**src/rtl/ro_pkg.sv**
```systemverilog
// Shared constants and width helpers for the multi-channel readout merger.
package ro_pkg;

  localparam int ARB_RR = 0;
  localparam int ARB_FP = 1;

  function automatic int clog2(input int n);
    int r;
    r = 0;
    for (int i = 0; i < 31; i++) begin
      if ((1 << i) < n) r = i + 1;
    end
    return r;
  endfunction

  function automatic int ch_id_w(input int n_ch);
    return (n_ch > 1) ? clog2(n_ch) : 1;
  endfunction

endpackage

```
**src/rtl/ro_sync_fifo.sv**
```systemverilog
// Single-clock FIFO with extended pointers and registered full/empty flags.
module ro_sync_fifo
  import ro_pkg::*;
#(
  parameter int DATA_W = 32,
  parameter int DEPTH  = 16
) (
  input  logic                    clk,
  input  logic                    rst,
  input  logic                    wr,
  input  logic [DATA_W-1:0]       wr_data,
  input  logic                    rd,
  output logic [DATA_W-1:0]       rd_data,
  output logic                    empty,
  output logic                    full,
  output logic [clog2(DEPTH):0]   count
);

  localparam int AW = clog2(DEPTH);

  logic [DATA_W-1:0] mem_q [DEPTH];
  logic [AW:0]       wr_ptr_q, wr_ptr_d, rd_ptr_q, rd_ptr_d;
  logic              full_q, full_d, empty_q, empty_d;
  logic              wr_en, rd_en;

  assign wr_en = wr & ~full_q;
  assign rd_en = rd & ~empty_q;

  always_comb begin
    wr_ptr_d = wr_ptr_q + (AW+1)'(wr_en);
    rd_ptr_d = rd_ptr_q + (AW+1)'(rd_en);
    full_d   = (wr_ptr_d - rd_ptr_d) == (AW+1)'(DEPTH);
    empty_d  = (wr_ptr_d == rd_ptr_d);
  end

  always_ff @(posedge clk or posedge rst) begin
    if (rst) begin
      wr_ptr_q <= '0;
      rd_ptr_q <= '0;
      full_q   <= 1'b0;
      empty_q  <= 1'b1;
    end else begin
      wr_ptr_q <= wr_ptr_d;
      rd_ptr_q <= rd_ptr_d;
      full_q   <= full_d;
      empty_q  <= empty_d;
    end
  end

  // Storage is not reset; the pointers alone define which entries are valid.
  always_ff @(posedge clk) begin
    if (wr_en) mem_q[wr_ptr_q[AW-1:0]] <= wr_data;
  end

  assign rd_data = mem_q[rd_ptr_q[AW-1:0]];
  assign empty   = empty_q;
  assign full    = full_q;
  assign count   = wr_ptr_q - rd_ptr_q;

endmodule

```
**src/rtl/ro_multi_ch_merger.sv**
```systemverilog
// N-channel readout merger: per-channel FIFOs, RR/FP arbiter, one output register,
// sticky full flags and a saturating drop counter.
module ro_multi_ch_merger
  import ro_pkg::*;
#(
  parameter int N_CH     = 2,
  parameter int DATA_W   = 32,
  parameter int DEPTH    = 16,
  parameter int ARB_MODE = 0
) (
  input  logic                              clk_clk,
  input  logic                              reset_reset,
  input  logic [N_CH*DATA_W-1:0]            ch_writedata,
  input  logic [N_CH-1:0]                   ch_write,
  output logic [N_CH-1:0]                   ch_waitrequest,
  input  logic [N_CH-1:0]                   ch_enable,
  output logic [ch_id_w(N_CH)+DATA_W-1:0]   out_data,
  output logic                              out_valid,
  input  logic                              out_ready,
  output logic [N_CH-1:0]                   status_full_export,
  input  logic                              status_clear,
  output logic [15:0]                       drop_count
);

  localparam int CH_W = ch_id_w(N_CH);
  localparam int AW   = clog2(DEPTH);

  logic [N_CH-1:0]   fifo_wr, fifo_rd, fifo_empty, fifo_full, full_set, drop_hit;
  logic [DATA_W-1:0] fifo_rdata [N_CH];
  logic [AW:0]       fifo_count [N_CH];

  logic [CH_W-1:0]        grant, rr_ptr_q, rr_ptr_d;
  logic                   grant_valid, load;
  logic [CH_W+DATA_W-1:0] out_data_q, out_data_d;
  logic                   out_valid_q, out_valid_d;
  logic [N_CH-1:0]        sticky_q, sticky_d;
  logic [15:0]            drop_q, drop_d;
  logic [4:0]             drop_inc;
  logic [16:0]            drop_sum;

  // A disabled channel never stalls its master; its words go to the drop counter.
  assign ch_waitrequest = fifo_full & ch_enable;
  assign fifo_wr        = ch_write & ch_enable & ~fifo_full;
  assign drop_hit       = ch_write & ~ch_enable;

  for (genvar c = 0; c < N_CH; c++) begin : g_ch
    ro_sync_fifo #(.DATA_W(DATA_W), .DEPTH(DEPTH)) u_fifo (
      .clk     (clk_clk),
      .rst     (reset_reset),
      .wr      (fifo_wr[c]),
      .wr_data (ch_writedata[c*DATA_W +: DATA_W]),
      .rd      (fifo_rd[c]),
      .rd_data (fifo_rdata[c]),
      .empty   (fifo_empty[c]),
      .full    (fifo_full[c]),
      .count   (fifo_count[c])
    );
    assign full_set[c] = fifo_wr[c] & ~fifo_rd[c] &
                         (fifo_count[c] == (AW+1)'(DEPTH-1));
  end

  // Scan from the highest offset down so the lowest offset from the base wins.
  always_comb begin
    int idx;
    idx         = 0;
    grant_valid = 1'b0;
    grant       = '0;
    for (int i = N_CH-1; i >= 0; i--) begin
      idx = (ARB_MODE == ARB_FP) ? i : int'(rr_ptr_q) + i;
      if (idx >= N_CH) idx = idx - N_CH;
      if (!fifo_empty[idx]) begin
        grant_valid = 1'b1;
        grant       = CH_W'(idx);
      end
    end
  end

  assign load = (~out_valid_q | out_ready) & grant_valid;

  always_comb begin
    fifo_rd     = '0;
    out_data_d  = out_data_q;
    out_valid_d = out_valid_q;
    rr_ptr_d    = rr_ptr_q;
    if (load) begin
      fifo_rd[grant] = 1'b1;
      out_data_d     = {grant, fifo_rdata[grant]};
      out_valid_d    = 1'b1;
      if (ARB_MODE == ARB_RR)
        rr_ptr_d = (int'(grant) == N_CH-1) ? '0 : grant + 1'b1;
    end else if (out_ready) begin
      out_valid_d = 1'b0;
    end
  end

  always_comb begin
    drop_inc = '0;
    for (int c = 0; c < N_CH; c++) drop_inc = drop_inc + 5'(drop_hit[c]);
    drop_sum = {1'b0, drop_q} + 17'(drop_inc);
    if (status_clear)     drop_d = '0;
    else if (drop_sum[16]) drop_d = 16'hFFFF;
    else                  drop_d = drop_sum[15:0];
    sticky_d = status_clear ? '0 : (sticky_q | full_set);
  end

  always_ff @(posedge clk_clk or posedge reset_reset) begin
    if (reset_reset) begin
      out_data_q  <= '0;
      out_valid_q <= 1'b0;
      rr_ptr_q    <= '0;
      sticky_q    <= '0;
      drop_q      <= '0;
    end else begin
      out_data_q  <= out_data_d;
      out_valid_q <= out_valid_d;
      rr_ptr_q    <= rr_ptr_d;
      sticky_q    <= sticky_d;
      drop_q      <= drop_d;
    end
  end

  assign out_data           = out_data_q;
  assign out_valid          = out_valid_q;
  assign status_full_export = sticky_q;
  assign drop_count         = drop_q;

endmodule

```
**config.mk**
```make
export PLATFORM = sky130hd
export DESIGN_NAME = ro_multi_ch_merger
export DESIGN_NICKNAME = d
export VERILOG_FILES = /design/src/rtl/ro_pkg.sv /design/src/rtl/ro_sync_fifo.sv /design/src/rtl/ro_multi_ch_merger.sv
export SDC_FILE = /design/constraint.sdc
export NUM_CORES = 1
export LEC_CHECK = 0
export CAP_MARGIN = 30
export CORE_MARGIN = 2
export CORE_UTILIZATION = 31
export CTS_CLUSTER_DIAMETER = 30
export DETAILED_ROUTE_END_ITERATION = 16
export PLACE_DENSITY_LB_ADDON = 0.15
export SLEW_MARGIN = 20
export SYNTH_ARGS = -nofsm -noshare
export SYNTH_HDL_FRONTEND = slang
export SYNTH_SLANG_ARGS = --single-unit
```
**constraint.sdc**
```tcl
create_clock -name clk_clk -period 8.5 [get_ports clk_clk]
set_input_delay 1.7 -clock clk_clk [delete_from_list [all_inputs] [get_ports clk_clk]]
set_output_delay 1.7 -clock clk_clk [all_outputs]
set_load 0.02 [all_outputs]
```
==> run metrics <==
Hold Path Class=reg2reg; CP arrival=around 2.9 ns; status=finished clean; Final Power=about 0.02 W; core area=around 140,000 µm²; critical path peak fanout=3; synthesis-to-finish area growth=26.7%; Buf/Inv on CP=2; internal power=~0.014 W; Core Util, Final=0.396; Ports=126; crit path cell chain=clkdlybuf4s50_1 > and2_1 > clkdlybuf4s50_1; Post-CTS Setup Bufs=0; count leader, synth=edfxtp_1; post-synthesis register bit count=around 1,100; CTS Buf Count=approximately 230; Synth cell types=56; fill count=roughly 12,000; maximum buffer depth of the clock tree=3; DRT iter0 DRCs=between 1,500 and 2,000; die span in x=between 300 and 400 µm; clock skew=0.0211 ns; Post-synth EDFFs=just over 1,000; post-synthesis cell count=approximately 2,200; relative slew slack=0.389; Routability Congestion=0.774; vias in the first global route=about 24,000; Post-synth top cells=edfxtp_1, mux2i_1, mux4_2; GRT Util Overall=0.164; Routed Antenna Nets=0; Final Critical Period=roughly 4.6 ns; largest net degree at the start of global routing=52; Req. time, crit path=6.80 ns; crit path kind=in2out; Final period util=0.542; num rows=between 100 and 150; final setup vio count=0; share of layout cells above drive strength 1=0.238; HP Start=out_data[32]; yosys warns=0; Mapped Area=around 43,000 µm²; Clk Latency, worst-skew pair=just under 0.8 ns; Max Slew Vio Count=0; Slowest-stage cell, CP=clkdlybuf4s50_1; ranking of synthesized cells by area=edfxtp_1, mux4_2, mux2i_1; leading area contributor after synthesis=edfxtp_1; CP dominant cell by count=clkdlybuf4s50_1; worst IR drop on VDD=between 0.15 and 0.2 mV; Syn Nets=2,326; Initial Util=0.313; CTS root buf=clkbuf_16; Most used DFF post-synth=edfxtp_1; reg-to-reg critical path startpoint=g_ch[0].u_fifo.rd_ptr_q[0]; Mean Syn Cell Area=about 19 µm²; Reg clk slew, reported paths=0.04 ns; slowest cell delay on critical path=roughly 0.60 ns; endpoint class of the critical path=output pin; routed length per instance=roughly 26 µm; Die ar.=approximately 140,000 µm²; power per cell area=roughly 370 nW/µm²; TritonCTS clock tree=built; crit start category=input pin; post-synth top area share=0.714; initial antenna violation count=5; NetSw=just under 0.006 W; htree depth=4; Sw Ratio=0.294; Hold-fix buffers, CTS=0; Hold Vio Cnt, Final=0; via count=between 20,000 and 25,000; Gate power share=0.226; Worst Max-Slew Pin Slew=just under 0.9 ns; # port buffers=125; clock power share=0.440; drt first pass iters=5; die span in y=377 µm; fraction of registers with async set/reset=0.0699; Final TNS setup=0 ns; sequential area share after synthesis=0.759; Seq pwr share=0.334; clock sinks=~1,100; vias per cell=4.97; Post-Route WL=about 120 mm; hpwl dp=65.6 mm; # DRC=0; Final Net Count=about 2,600; gr ovfl total=0; cell family with most CP delay=buffers and inverters; leakage power=around 19 nW; launch point of the worst path=ch_enable[1]; RSZ-0062 raised after global routing=false; Highest Clock Rate=~220 MHz; Post-CTS Resized=0; MaxCap Viol Count=0; first-pass GRT wire length=~170 mm
## stage by stage
step / instances / cell area [µm²] / hold slack [ns] / setup slack, ns
after floorplan: 2226 / 43100 / 0.458 / 3.43
after global placement: 4087 / 46600 / 0.468 / 3.28
after detailed placement: 4088 / 46600 / 0.471 / 3.39
after CTS: 4524 / 54500 / 0.481 / 3.88
after global routing: 4526 / 54600 / 0.496 / 3.84
final: 4528 / 54600 / 0.481 / 3.89
## power groups by stage
stage | logic, W | registers (W) | clock network, W
floorplan | 0.00316 | 0.00667 | 0
global placement | 0.00465 | 0.00687 | 0
detailed placement | 0.00467 | 0.00688 | 0
CTS | 0.00469 | 0.00679 | 0.00908
global route | 0.00498 | 0.00682 | 0.00934
finish | 0.00459 | 0.00677 | 0.00891
## flip-flops by register name (all words and copies together), names as in the netlist
signal,count
g_ch.u_fifo.rd_ptr_q,10
out_valid,1
out_data,33
rr_ptr_q,1
status_full_export,2
g_ch.u_fifo.wr_ptr_q,10
g_ch.u_fifo.mem_q,1024
g_ch.u_fifo.empty,2
g_ch.u_fifo.full,2
drop_count,16
## layer usage
| layer | GRT usage | up-vias | part of all wire |
|---|---|---|---|
| li1 | - | 9805 | - |
| met1 | 0.217 | 11900 | 0.45 |
| met2 | 0.261 | 617 | 0.47 |
| met3 | 0.0352 | 200 | 0.051 |
| met4 | 0.0672 | 4 | 0.033 |
| met5 | 0 | - | 0.00025 |
## cells by family after synthesis
kind of cell,Yosys count,synth area share
compound gates,242,0.0434
mux,403,0.134
fa+ha+maj,28,0.00866
buf+inv,148,0.0187
simple gates,268,0.0287
flops,1101,0.759
xor+xnor,36,0.00796
## cell type report
class	instances	area, µm²	area share
Antenna cell	3	7.51	0.000138
Sequential cell	1101	32700	0.599
Inverter	30	115	0.00211
Clock inverter	150	1680	0.0308
Timing Repair Buffer	187	1730	0.0318
Clock buffer	286	6240	0.114
Multi-Input combinational cell	977	9840	0.180
Tap cell	1794	2240	0.0411
## worst paths after layout
check	slack [ns]	depth (start not counted)	to
worst max-delay path	3.89	3	ch_waitrequest[1]
worst min-delay path	0.48	1	out_data[32]
worst max register to register	5.04	5	out_data[11]
worst min register to register	0.48	1	out_data[32]
max in group asynchronous	5.92	3	g_ch[0].u_fifo.rd_ptr_q[0]
min in group asynchronous	1.30	2	drop_count[6]
## placed cells by master (no fill, tap or decap), types with 17 or more instances in the layout
cell type        Yosys  routed
ha_1                25      25
dfrtp_1             75      69
a21oi_1             17      17
buf_4               20      60
clkinvlp_4           0      25
nand3_1             36      36
bufinv_16            0      30
edfxtp_1          1024    1024
a32oi_1             30      30
clkdlybuf4s50_1      0     125
nor2_4               1      27
inv_1               26      25
a22oi_1             70      70
a311o_1             18      18
nor2_1              63      36
a2111oi_0           18      18
clkinv_2             0      42
o22ai_1             22      22
clkinv_1             0      25
mux2_2              21      21
o211ai_1            33      33
mux2i_1            241     241
clkbuf_16            0     237
clkbuf_1            38      36
mux4_2             136     136
xor2_1              19      19
nand2_1            106     105
Power figures use the tool's default switching activity.
